`src/rtl/uart_rx_oversampled.sv`:
```
// UART receiver front end: synchronises rx, finds start bits, samples each
// data bit at mid-bit on the 16x s_tick, and strobes the assembled word.
// Latency: SYNC_STAGES clk line-to-FSM; strobe one clk after the final stop tick.
// Backpressure: none; rx_done_tick is never stalled and the consumer must take or drop the word.
//
// Ports:
//   clk          system clock, rising edge
//   reset        asynchronous active-low reset
//   rx           raw serial line (idle high, asynchronous to clk)
//   s_tick       one-clk pulse at 16x the baud rate
//   dout         last received data word, LSB received first
//   rx_done_tick one-clk pulse: dout and frame_err are valid
//   frame_err    stop bit was sampled low on the frame just completed
//   busy         receiver is in any state other than IDLE
module uart_rx_oversampled #(
  parameter int DBIT        = 8,
  parameter int SB_TICK     = 16,
  parameter int SYNC_STAGES = 2
) (
  input  logic            clk,
  input  logic            reset,
  input  logic            rx,
  input  logic            s_tick,
  output logic [DBIT-1:0] dout,
  output logic            rx_done_tick,
  output logic            frame_err,
  output logic            busy
);

  localparam int SMAX = (SB_TICK > 16) ? SB_TICK : 16;
  localparam int SW   = $clog2(SMAX);
  localparam int NW   = (DBIT > 1) ? $clog2(DBIT) : 1;

  localparam logic [SW-1:0] S_MID      = SW'(7);
  localparam logic [SW-1:0] S_BIT_END  = SW'(15);
  localparam logic [SW-1:0] S_STOP_END = SW'(SB_TICK - 1);
  localparam logic [NW-1:0] N_LAST     = NW'(DBIT - 1);

  typedef enum logic [1:0] {
    IDLE  = 2'd0,
    START = 2'd1,
    DATA  = 2'd2,
    STOP  = 2'd3
  } state_t;

  state_t                 state_q, state_d;
  logic [SYNC_STAGES-1:0] sync_q;
  logic                   rx_s;
  logic [SW-1:0]          s_q, s_d;
  logic [NW-1:0]          n_q, n_d;
  logic [DBIT-1:0]        b_q, b_d;
  logic                   stop_ok_q, stop_ok_d;
  logic [DBIT-1:0]        dout_q, dout_d;
  logic                   ferr_q, ferr_d;
  logic                   done_q, done_d;

  // Synchroniser resets to the idle-line level so reset release cannot
  // look like a start bit.
  always_ff @(posedge clk or negedge reset) begin
    if (!reset) begin
      sync_q <= '1;
    end else begin
      sync_q <= {sync_q[SYNC_STAGES-2:0], rx};
    end
  end

  assign rx_s = sync_q[SYNC_STAGES-1];

  always_ff @(posedge clk or negedge reset) begin
    if (!reset) begin
      state_q   <= IDLE;
      s_q       <= '0;
      n_q       <= '0;
      b_q       <= '0;
      stop_ok_q <= 1'b0;
      dout_q    <= '0;
      ferr_q    <= 1'b0;
      done_q    <= 1'b0;
    end else begin
      state_q   <= state_d;
      s_q       <= s_d;
      n_q       <= n_d;
      b_q       <= b_d;
      stop_ok_q <= stop_ok_d;
      dout_q    <= dout_d;
      ferr_q    <= ferr_d;
      done_q    <= done_d;
    end
  end

  always_comb begin
    state_d   = state_q;
    s_d       = s_q;
    n_d       = n_q;
    b_d       = b_q;
    stop_ok_d = stop_ok_q;
    dout_d    = dout_q;
    ferr_d    = ferr_q;
    done_d    = 1'b0;

    case (state_q)
      // Start detection ignores s_tick; a tick coinciding with this edge
      // is deliberately not counted.
      IDLE: begin
        if (!rx_s) begin
          state_d = START;
          s_d     = '0;
        end
      end

      START: begin
        if (s_tick) begin
          if (s_q == S_MID) begin
            if (!rx_s) begin
              state_d = DATA;
              s_d     = '0;
              n_d     = '0;
            end else begin
              // Line went back high before mid-start: treat as a glitch.
              state_d = IDLE;
            end
          end else begin
            s_d = s_q + 1'b1;
          end
        end
      end

      DATA: begin
        if (s_tick) begin
          if (s_q == S_BIT_END) begin
            s_d = '0;
            b_d = {rx_s, b_q[DBIT-1:1]};
            if (n_q == N_LAST) begin
              state_d = STOP;
            end else begin
              n_d = n_q + 1'b1;
            end
          end else begin
            s_d = s_q + 1'b1;
          end
        end
      end

      STOP: begin
        if (s_tick) begin
          if (s_q == S_BIT_END) begin
            stop_ok_d = rx_s;
          end
          if (s_q == S_STOP_END) begin
            state_d = IDLE;
            dout_d  = b_q;
            // With a single stop bit the mid-stop sample and the end of the
            // stop period fall on the same tick, so use rx_s directly there.
            ferr_d  = ~((s_q == S_BIT_END) ? rx_s : stop_ok_q);
            done_d  = 1'b1;
          end else begin
            s_d = s_q + 1'b1;
          end
        end
      end

      default: state_d = IDLE;
    endcase
  end

  assign dout         = dout_q;
  assign frame_err    = ferr_q;
  assign rx_done_tick = done_q;
  assign busy         = (state_q != IDLE);

endmodule

```
`config.mk`:
```
export PLATFORM = sky130hd
export DESIGN_NAME = uart_rx_oversampled
export DESIGN_NICKNAME = d
export VERILOG_FILES = /design/src/rtl/uart_rx_oversampled.sv
export SDC_FILE = /design/constraint.sdc
export NUM_CORES = 1
export LEC_CHECK = 0
export CAP_MARGIN = 20
export CORE_ASPECT_RATIO = 1.25
export CORE_MARGIN = 2
export CORE_UTILIZATION = 55
export DETAILED_ROUTE_END_ITERATION = 16
export PLACE_DENSITY = 0.78
export SETUP_SLACK_MARGIN = 0.02
export SLEW_MARGIN = 20
export SYNTH_ARGS = -nofsm -noshare
export SYNTH_HDL_FRONTEND = slang
export SYNTH_SLANG_ARGS = --single-unit
```
`constraint.sdc`:
```
create_clock -name clk -period 3 [get_ports clk]
set_input_delay 0.9 -clock clk [delete_from_list [all_inputs] [get_ports clk]]
set_output_delay 0.9 -clock clk [all_outputs]
set_load 0.01 [all_outputs]
```
== Word-level counts from Yosys, hierarchy flattened ==
Index checks and enable logic that the tools add are counted.
Operators by class
  add/sub/neg operators: 2
  multiply operators: 0
  div/mod/pow operators: 0
  magnitude comparators: 0
  equality and inequality tests: 17
  shift-type cells: 0
  mux-type cells: 29
  bitwise operators: 1
  reduce and logical (&&, ||, !) cells: 9
Operators with widths (count)
  4-bit two-way mux: 7
  2-bit != test (second input constant): 11
  2-bit two-way mux: 9
  3-bit two-way mux: 6
  4-bit one-hot mux with 4 select lines: 1
  2-bit one-hot mux with 4 select lines: 1
  8-bit AND reduction: 1
  7-bit AND reduction: 1
  3-bit one-hot mux with 2 select lines: 1
  3-bit AND reduction: 2
  4-bit by 1-bit adder with 4-bit output (second input constant): 1
  2-bit equality test (second input constant): 2
  4-bit by 3-bit equality test with 1-bit output (second input constant): 1
  4-bit equality test (second input constant): 1
  1-bit two-way mux: 4
  4-bit AND reduction: 1
  2-bit nonzero test: 2
  3-bit by 1-bit adder with 3-bit output (second input constant): 1
  3-bit equality test (second input constant): 1
  2-bit by 1-bit equality test with 1-bit output (second input constant): 1
  2-bit logical NOT: 1
  2-bit AND reduction: 1
  1-bit NOT: 1
Word-level totals
  register bits: 30
  bits in latches: 0
  memory bits (writable): 0
  ROM bits: 0
  input bits: 4
  output and inout port bits: 11
  memories: 0

== Logic depth before layout (Yosys ltp) ==
Gate-level depths: netlist of the first run.
  depth in word-level cells: 5
  gate-level depth with buffers: 6
  gate-level depth less buffers: 6

== Worst setup path before layout of the first run ==
Ideal clock, no wire load.
  path type: register to output
  start point: register state_q[0]
  end point: output port busy
  data arrival time: 897 ps
  data required time: 2100 ps
  setup slack: 1203 ps
  stages on the path, launching flop included: 3
  cells stage by stage: dfrtp_1 > buf_2 > or2_2
Between the ends
  cells in the longest elaborated chain, start to end: 1
RTL lines
  from (decl): RTL line 46  | state_t state_q, state_d;
  from (signal assigned): RTL line 80  | state_q <= state_d;
  2-bit nonzero test: RTL line 169  | assign busy = (state_q != IDLE);
  to (decl): RTL line 27  | output logic busy
No other way between the ends.

== Worst setup path in the final report of the first run ==
Ends and elaborated chain as after synthesis.

==> results_dict.tcl, run 1 <==
set metrics [dict create \
    cts_made_buffers 5 \
    power_density_nw_per_um2 613 \
    timing.final.crit_period_ns 2.63 \
    synthCells 99 \
    power_frac_seq_pct 54.2 \
    finalNonFillerCells 150 \
    ys_seq_area_share_pct 55.7 \
    irDropWorstVdd_mv 0.481 \
    coreArea_sq_um 2230 \
    tightest_slew_ns 0.504 \
    hp-class "reg2reg" \
    hold_path.startpoint "sync_q[0]$_DFF_PN1_" \
    synth_mux_area_share_pct 16.3 \
    combPwrFrac_pct 22.7 \
    slew_headroom_pct 66.1 \
    finalSetupViolations 0 \
    fin_crit_sh_pct 87.7 \
    use_met1_pct 23.7 \
    finalHoldViolations 0 \
    antenna_found_initial 0 \
    fillCellCount 184 \
    cap_violations 0 \
    stdcell_area_sq_um 1530 \
    clk_latency_ns 0.33 \
    placed_area_sq_um 1480 \
    startpoint "state_q[0]$_DFFE_PN0P_" \
    syn_nets 106 \
    drc 0 \
    top_usage_layer "met2" \
    start_kind "register" \
    boundaryPins 15 \
    hold_buffers 0 \
    synthAdderAreaFrac_pct 2.87 \
    drt-total-wl_mm 2.05 \
    yosys.area_share.simple_pct 11.5 \
    syn_avg_cell_area_sq_um 13.2 \
    outcome "complete, no violations" \
    final_cell_mix "dfrtp_1 (27), mux2_2 (18), clkdlybuf4s50_1 (14)" \
    endpoint_kind "output port" \
    cts.sinks 29 \
    grt_use_met2_pct 23.9 \
    timing.rr.start "n_q[0]$_DFFE_PN0P_" \
    gp_congestion 0.753 \
    crit_required_ns 2.10 \
    post_cts_buffers 0 \
    crit_path_max_fanout 15 \
    ant_nets 0 \
    cellLeakagePower_nw 0.713 \
    routedWlPerCell_um 13.7 \
    first_pass_iters 4 \
    synth_top_family_by_area "multiplexers" \
    grt_pass1_vias 776 \
    pwr-share-clk_pct 23.1 \
    p_sw_share_pct 32.0 \
    port_buffers 14 \
    internal_power_w 0.000636 \
    overflow 0 \
    hpwl_mm 1.44 \
    finalClockSkew_ns 0.0121 \
    drive_gt1_share_pct 26.1 \
    critPathArrivalTime_ns 1.73 \
    grt_pass1_wl_mm 3.36 \
    dpl.cell_count 142 \
    layout_commonest_cell "dfrtp_1" \
    fp.dieH_um 58.5 \
    cts_tree "done" \
    worstSetupPathType "reg2out" \
    vias 825 \
    dieArea_sq_um 2780 \
    syn_to_final_growth_pct 16.9 \
    clockBufferDepth 2 \
    grt_max_degree 30 \
    grt_usage_pct 17.7 \
    final_nets 125 \
    htreeDepth 2 \
    cts_resized 0 \
    drt-vias-per-instance 5.50 \
    rsz0062_at_grt "false" \
    final.setup.tns_ns 0 \
    start_util_pct 58.5 \
    dr.first_iter.drc_count 20 \
    n_antenna_cell 0 \
    ys_ff_latch 29 \
    fmax_ghz 0.380 \
    netlist_area_sq_um 1310 \
    dieWidth_um 47.6 \
    yosys.cell_types.count 31 \
    drv_slew 0 \
    p_total_w 0.000935 \
    p_sw_w 0.000299 \
    synth_compound_area_share_pct 10.9 \
    synth-xor-area-share_pct 0.670 \
    root_buffer "clkbuf_4" \
    globalRouteMet3Util_pct 5.83 \
    yosysWarnings 0 \
    rows 19 \
    cts.clk_slew.worst_paths_ns 0.09 \
]
-- power by group through the flow --
| stage | clock network [W] | registers, W | logic, W |
|---|---|---|---|
| after floorplan | 0 | 0.000475 | 0.000199 |
| after detailed placement | 0 | 0.000515 | 0.000214 |
| after global routing | 0.000242 | 0.000518 | 0.000238 |
| final | 0.000216 | 0.000507 | 0.000212 |
| after CTS | 0.000225 | 0.000507 | 0.000215 |
| after global placement | 0 | 0.000512 | 0.000206 |
-- state kept, by name, indices dropped and copies added (netlist names), named ones only --
signal / cells
b_q: 8
dout: 8
frame_err: 1
n_q: 3
rx_done_tick: 1
s_q: 4
state_q: 1
sync_q: 2
-- cell families after synthesis --
| kind of cell | after synthesis |
|---|---|
| buffers and inverters | 6 |
| DFF | 29 |
| xor gates and xnor gates | 1 |
| AOI/OAI and AO/OA | 19 |
| muxes | 19 |
| adders and majority gates | 3 |
| and+or+nand+nor | 22 |
-- layer usage --
metal | routed length (um) | part of all wire, %
met5 | 0 | 0
met4 | 61 | 3.0
met3 | 93 | 4.5
met2 | 943 | 46
met1 | 952 | 46
-- synthesized netlist by cell type --
| cell type | instances | share of area [%] |
|---|---|---|
| or2_2 | 1 | 0.48 |
| a32o_1 | 1 | 0.77 |
| nor4_1 | 1 | 0.48 |
| dfrtp_1 | 27 | 52 |
| nor3_4 | 1 | 1.2 |
| and3b_1 | 1 | 0.67 |
| or3_1 | 1 | 0.48 |
| o21ai_0 | 4 | 1.5 |
| nand3_1 | 2 | 0.77 |
| a41o_1 | 1 | 0.77 |
| o2bb2ai_1 | 1 | 0.67 |
| or3b_1 | 2 | 1.3 |
| a31oi_1 | 1 | 0.48 |
| nand3b_1 | 1 | 0.57 |
| inv_1 | 3 | 0.86 |
| mux2i_1 | 1 | 0.77 |
| buf_2 | 3 | 1.1 |
| a21oi_1 | 4 | 1.5 |
| xor2_1 | 1 | 0.67 |
| ha_1 | 3 | 2.9 |
| a22o_1 | 4 | 2.7 |
| nor3_1 | 1 | 0.38 |
| nor2_4 | 1 | 0.86 |
| o32a_1 | 1 | 0.77 |
| mux2_2 | 18 | 16 |
| o31ai_1 | 1 | 0.57 |
| nor2_1 | 3 | 0.86 |
| nand4_4 | 1 | 1.6 |
| o221ai_2 | 1 | 1.1 |
| dfstp_2 | 2 | 4.0 |
| nand2_1 | 6 | 1.7 |
-- stage by stage --
step / hold WS, ns / worst slack [ns] / util [%]
3_5_place_dp: 0.350 / 0.479 / 66.1
6_report: 0.362 / 0.369 / 68.3
2_1_floorplan: 0.345 / 1.20 / -
5_1_grt: 0.368 / 0.279 / 68.3
3_3_place_gp: 0.347 / 0.529 / 66.1
4_1_cts: 0.365 / 0.354 / 68.3
-- path summary, 6_finish.rpt --
path / end / slack [ns] / cells after the start
setup / recovery: busy / 0.37 / 2
hold / removal: sync_q[1]$_DFF_PN1_ / 0.36 / 0
setup reg to reg: n_q[0]$_DFFE_PN0P_ / 1.09 / 6
hold reg to reg: sync_q[1]$_DFF_PN1_ / 0.36 / 0
max in group asynchronous: sync_q[1]$_DFF_PN1_ / 1.74 / 2
min in group asynchronous: state_q[0]$_DFFE_PN0P_ / 0.94 / 2
-- area by class of cell --
type	instances	area (sq um)	share of cell area (%)
clock buffer	8	48.8	3.20
inverter	3	11.3	0.738
multi-input combinational	64	552	36.1
sequential	29	728	47.7
tap	31	38.8	2.54
timing repair buffer	15	148	9.67
-- critical path, stage by stage (launching register included) --
cell and delay (ns):
dfrtp_1 0.55, or2_2 0.37, clkdlybuf4s50_1 0.48
(Power assumes the default switching activity.)
==> run 2: changes to the inputs <==
--- a/config.mk
+++ b/config.mk
@@ -10,7 +10,8 @@
 export CORE_MARGIN = 2
 export CORE_UTILIZATION = 55
 export DETAILED_ROUTE_END_ITERATION = 16
-export PLACE_DENSITY = 0.78
+export DONT_BUFFER_PORTS = 1
+export PLACE_DENSITY = 0.7
 export SETUP_SLACK_MARGIN = 0.02
 export SLEW_MARGIN = 20
 export SYNTH_ARGS = -nofsm -noshare
==> results_dict.tcl, run 2 (synthesis results as in run 1) <==
set metrics [dict create \
    ant_nets 0 \
    drt-vias-per-instance 5.57 \
    rows 19 \
    cts_made_buffers 5 \
    hpwl_mm 1.36 \
    cts_resized 0 \
    dp_slack_ns 1.12 \
    endpoint_kind "output port" \
    fp.dieH_um 58.5 \
    root_buffer "clkbuf_4" \
    placed_area_sq_um 1330 \
    slew_headroom_pct 70.0 \
    gp_congestion 0.798 \
    post-route-util_pct 61.8 \
    dieArea_sq_um 2780 \
    cts_tree "done" \
    grt_max_degree 30 \
    n_antenna_cell 0 \
    irDropWorstVdd_mv 0.425 \
    drive_gt1_share_pct 30.8 \
    vias 752 \
    dr.first_iter.drc_count 8 \
    post_cts_buffers 0 \
    first_pass_iters 4 \
    grt_pass1_vias 733 \
    cts.sinks 29 \
    cellLeakagePower_nw 0.664 \
    worstPathCellList "or2_2" \
    rsz0062_at_grt "false" \
    clk_latency_ns 0.32 \
    antenna_found_initial 0 \
    final.setup.tns_ns 0 \
    overflow 0 \
    layout_commonest_cell "dfrtp_1" \
    fin_crit_sh_pct 72.8 \
    critPathArrivalTime_ns 1.28 \
    drc 0 \
    cp_slowest_cell "dfrtp_1" \
    grt_pass1_wl_mm 3.33 \
    htreeDepth 2 \
    coreArea_sq_um 2230 \
    worstSetupPathType "reg2out" \
    dieWidth_um 47.6 \
    finalHoldViolations 0 \
    tightest_slew_ns 0.446 \
    cp_top_family "flip-flops" \
    finalSetupViolations 0 \
    syn_to_final_growth_pct 5.75 \
    hold_buffers 0 \
    final_nets 110 \
    outcome "complete, no violations" \
    clockBufferDepth 2 \
    boundaryPins 15 \
    drt-total-wl_mm 1.90 \
    fillCellCount 189 \
    fmax_ghz 0.458 \
    crit_path_max_fanout 15 \
    cts.clk_slew.worst_paths_ns 0.09 \
    grt_usage_pct 17.6 \
    cap_violations 0 \
    timing.final.crit_period_ns 2.18 \
    stdcell_area_sq_um 1380 \
    setup_ws_ns 0.816 \
    routedWlPerCell_um 14.1 \
    path_buf_inv 0 \
    start_util_pct 58.5 \
    power_density_nw_per_um2 655 \
    hp-class "in2async" \
    critPathMaxStageDelay_ns 0.55 \
    port_buffers 0 \
    final_cell_mix "dfrtp_1 (27), mux2_2 (18), nand2_1 (6)" \
    finalClockSkew_ns 0.0146 \
    crit_required_ns 2.10 \
    drv_slew 0 \
    start_kind "register" \
]
run 2: path summary, 6_finish.rpt:
kind / depth (start not counted) / endpoint / slack (ns) / from
worst min-delay path: 0 / b_q[7]$_DFFE_PN0P_ / 0.26 / reset
worst max register to register: 6 / n_q[0]$_DFFE_PN0P_ / 1.15 / n_q[0]$_DFFE_PN0P_
min in group clk: 0 / sync_q[1]$_DFF_PN1_ / 0.36 / sync_q[0]$_DFF_PN1_
worst min register to register: 0 / sync_q[1]$_DFF_PN1_ / 0.36 / sync_q[0]$_DFF_PN1_
max in group asynchronous: 0 / sync_q[1]$_DFF_PN1_ / 2.56 / reset
worst max-delay path: 1 / busy / 0.82 / state_q[0]$_DFFE_PN0P_
run 2: metrics by stage:
step / power, W / std cells / hold WS [ns]
2_1_floorplan: 0.000674 / 99 / 0.345
3_3_place_gp: 0.000695 / 127 / 0.347
3_5_place_dp: 0.000698 / 127 / 0.348
4_1_cts: 0.000920 / 135 / 0.237
5_1_grt: 0.000972 / 135 / 0.225
6_report: 0.000905 / 135 / 0.259
run 2: per-layer routing:
layer / vias up / GRT usage, % / wire (um)
li1: 375 / - / -
met1: 360 / 22.7 / 837
met2: 13 / 24.9 / 948
met3: 4 / 8.28 / 87
met4: 0 / 8.11 / 29
met5: - / 0 / 0
run 2: power breakdown:
group	internal, W	switching [W]
Sequential	0.000434	0.0000773
Clock	0.0000890	0.000127
Combinational	0.0000931	0.0000857
Total	0.000616	0.000290
run 2: layout make-up:
| type | instances | area (sq um) | share of cell area, % |
|---|---|---|---|
| Multi-Input combinational cell | 64 | 552 | 39.9 |
| Clock inverter | 2 | 10.0 | 0.725 |
| Tap cell | 31 | 38.8 | 2.81 |
| Sequential cell | 29 | 728 | 52.7 |
| Clock buffer | 6 | 41.3 | 2.99 |
| Inverter | 3 | 11.3 | 0.815 |
==> run 3: changes to the inputs <==
==> constraint.sdc (replaced) <==
create_clock -name clk -period 2.16 [get_ports clk]
set_input_delay 0.648 -clock clk [delete_from_list [all_inputs] [get_ports clk]]
set_output_delay 0.648 -clock clk [all_outputs]
set_load 0.01 [all_outputs]
==> results_dict.tcl, run 3 (synthesis results as in run 1) <==
set metrics [dict create \
    drive_gt1_share_pct 31.8 \
    tightest_slew_ns 0.886 \
    drt-total-wl_mm 2.10 \
    globalRouteMet3Util_pct 7.67 \
    crit_required_ns 1.51 \
    drv_slew 0 \
    cellLeakagePower_nw 0.686 \
    post_cts_buffers 0 \
    final.setup.tns_ns 0 \
    cap_violations 0 \
    finalHoldViolations 0 \
    fillCellCount 191 \
    final_nets 113 \
    final_cell_mix "dfrtp_1 (27), mux2_2 (18), nand2_1 (6)" \
    overflow 0 \
    drc 0 \
    start_kind "register" \
    port_buffers 0 \
    endpoint_kind "output port" \
    critPathArrivalTime_ns 1.33 \
    hpwl_mm 1.47 \
    htreeDepth 2 \
    dieWidth_um 47.6 \
    top_usage_layer "met2" \
    clockBufferDepth 2 \
    cts_made_buffers 5 \
    grt_pass1_vias 764 \
    hold_buffers 1 \
    worst_r2r_endpoint "n_q[0]$_DFFE_PN0P_" \
    hp-class "in2async" \
    coreArea_sq_um 2230 \
    outcome "complete, no violations" \
    routedWlPerCell_um 15.2 \
    antenna_found_initial 0 \
    root_buffer "clkbuf_4" \
    crit_path_max_fanout 8 \
    first_pass_iters 4 \
    boundaryPins 15 \
    cts.sinks 29 \
    use_met1_pct 25.2 \
    power_density_nw_per_um2 953 \
    cts.clk_slew.worst_paths_ns 0.09 \
    ant_nets 0 \
    vias 783 \
    finalSetupViolations 0 \
    syn_to_final_growth_pct 9.29 \
    grt_usage_pct 19.0 \
    n_antenna_cell 0 \
    r2r_cells 6 \
    rsz0062_at_grt "false" \
    start_util_pct 58.5 \
    clk_latency_ns 0.32 \
    drt-vias-per-instance 5.67 \
    grt_pass1_wl_mm 3.57 \
    slew_headroom_pct 40.8 \
    timing.final.crit_period_ns 1.98 \
    fmax_ghz 0.504 \
    stdcell_area_sq_um 1430 \
    fp.dieH_um 58.5 \
    finalClockSkew_ns 0.00708 \
    grt_max_degree 21 \
    placed_area_sq_um 1340 \
    dieArea_sq_um 2780 \
    gp_congestion 0.806 \
    ff2ff_setup_slack_ns 0.29 \
    rows 19 \
    layout_commonest_cell "dfrtp_1" \
    timing.rr.start "n_q[0]$_DFFE_PN0P_" \
    grt_use_met2_pct 28.0 \
    irDropWorstVdd_mv 0.657 \
    cts_resized 0 \
    worstSetupPathType "reg2out" \
    cts_tree "done" \
    dr.first_iter.drc_count 11 \
    fin_crit_sh_pct 91.8 \
    crit_end "busy" \
]
[run 3: critical path, cell delays in order (launching register included)]
cell	delay [ns]
dfrtp_1	0.49
buf_4	0.21
or2_2	0.32
[run 3: metal layers]
metal,share of wire [%],wire [um]
met2,53,1100
met1,42,884
met4,1.7,35
met3,3.5,73
met5,0,0
[run 3: metrics by stage]
stage	worst slack (ns)	hold WS (ns)	util (%)	total power, W	std cells
after floorplan	0.420	0.345	-	0.000936	99
after global placement	0.367	0.347	59.9	0.000979	128
after detailed placement	0.295	0.350	59.9	0.000994	128
after CTS	0.161	0.00241	63.4	0.00137	137
after global routing	0.119	0.133	63.9	0.00145	138
final	0.177	0.159	63.9	0.00136	138
[run 3: where the power goes]
group          internal (W)  switching [W]
sequential         0.000602      0.0000960
clock              0.000188       0.000179
combinational      0.000143       0.000151
[run 3: layout make-up]
type                       instances  area (sq um)  share of cell area, %
tap                               31          38.8                   2.72
sequential                        29           728                   51.0
clock buffer                       7          65.1                   4.56
clock inverter                     1          5.00                  0.351
timing repair buffer               3          27.5                   1.93
inverter                           3          11.3                  0.789
multi-input combinational         64           552                   38.7
[run 3: worst min path at each step]
stage | slack (ns) | endpoint | startpoint
2_1_floorplan | 0.35 | async pin | reset
4_1_cts | 0.002 | b_q[7]$_DFFE_PN0P_ | reset
5_1_grt | 0.13 | sync_q[0]$_DFF_PN1_ | reset
6_report | 0.16 | sync_q[0]$_DFF_PN1_ | reset
3_3_place_gp | 0.35 | dout[6]$_DFFE_PN0P_ | reset
3_5_place_dp | 0.35 | dout[7]$_DFFE_PN0P_ | reset
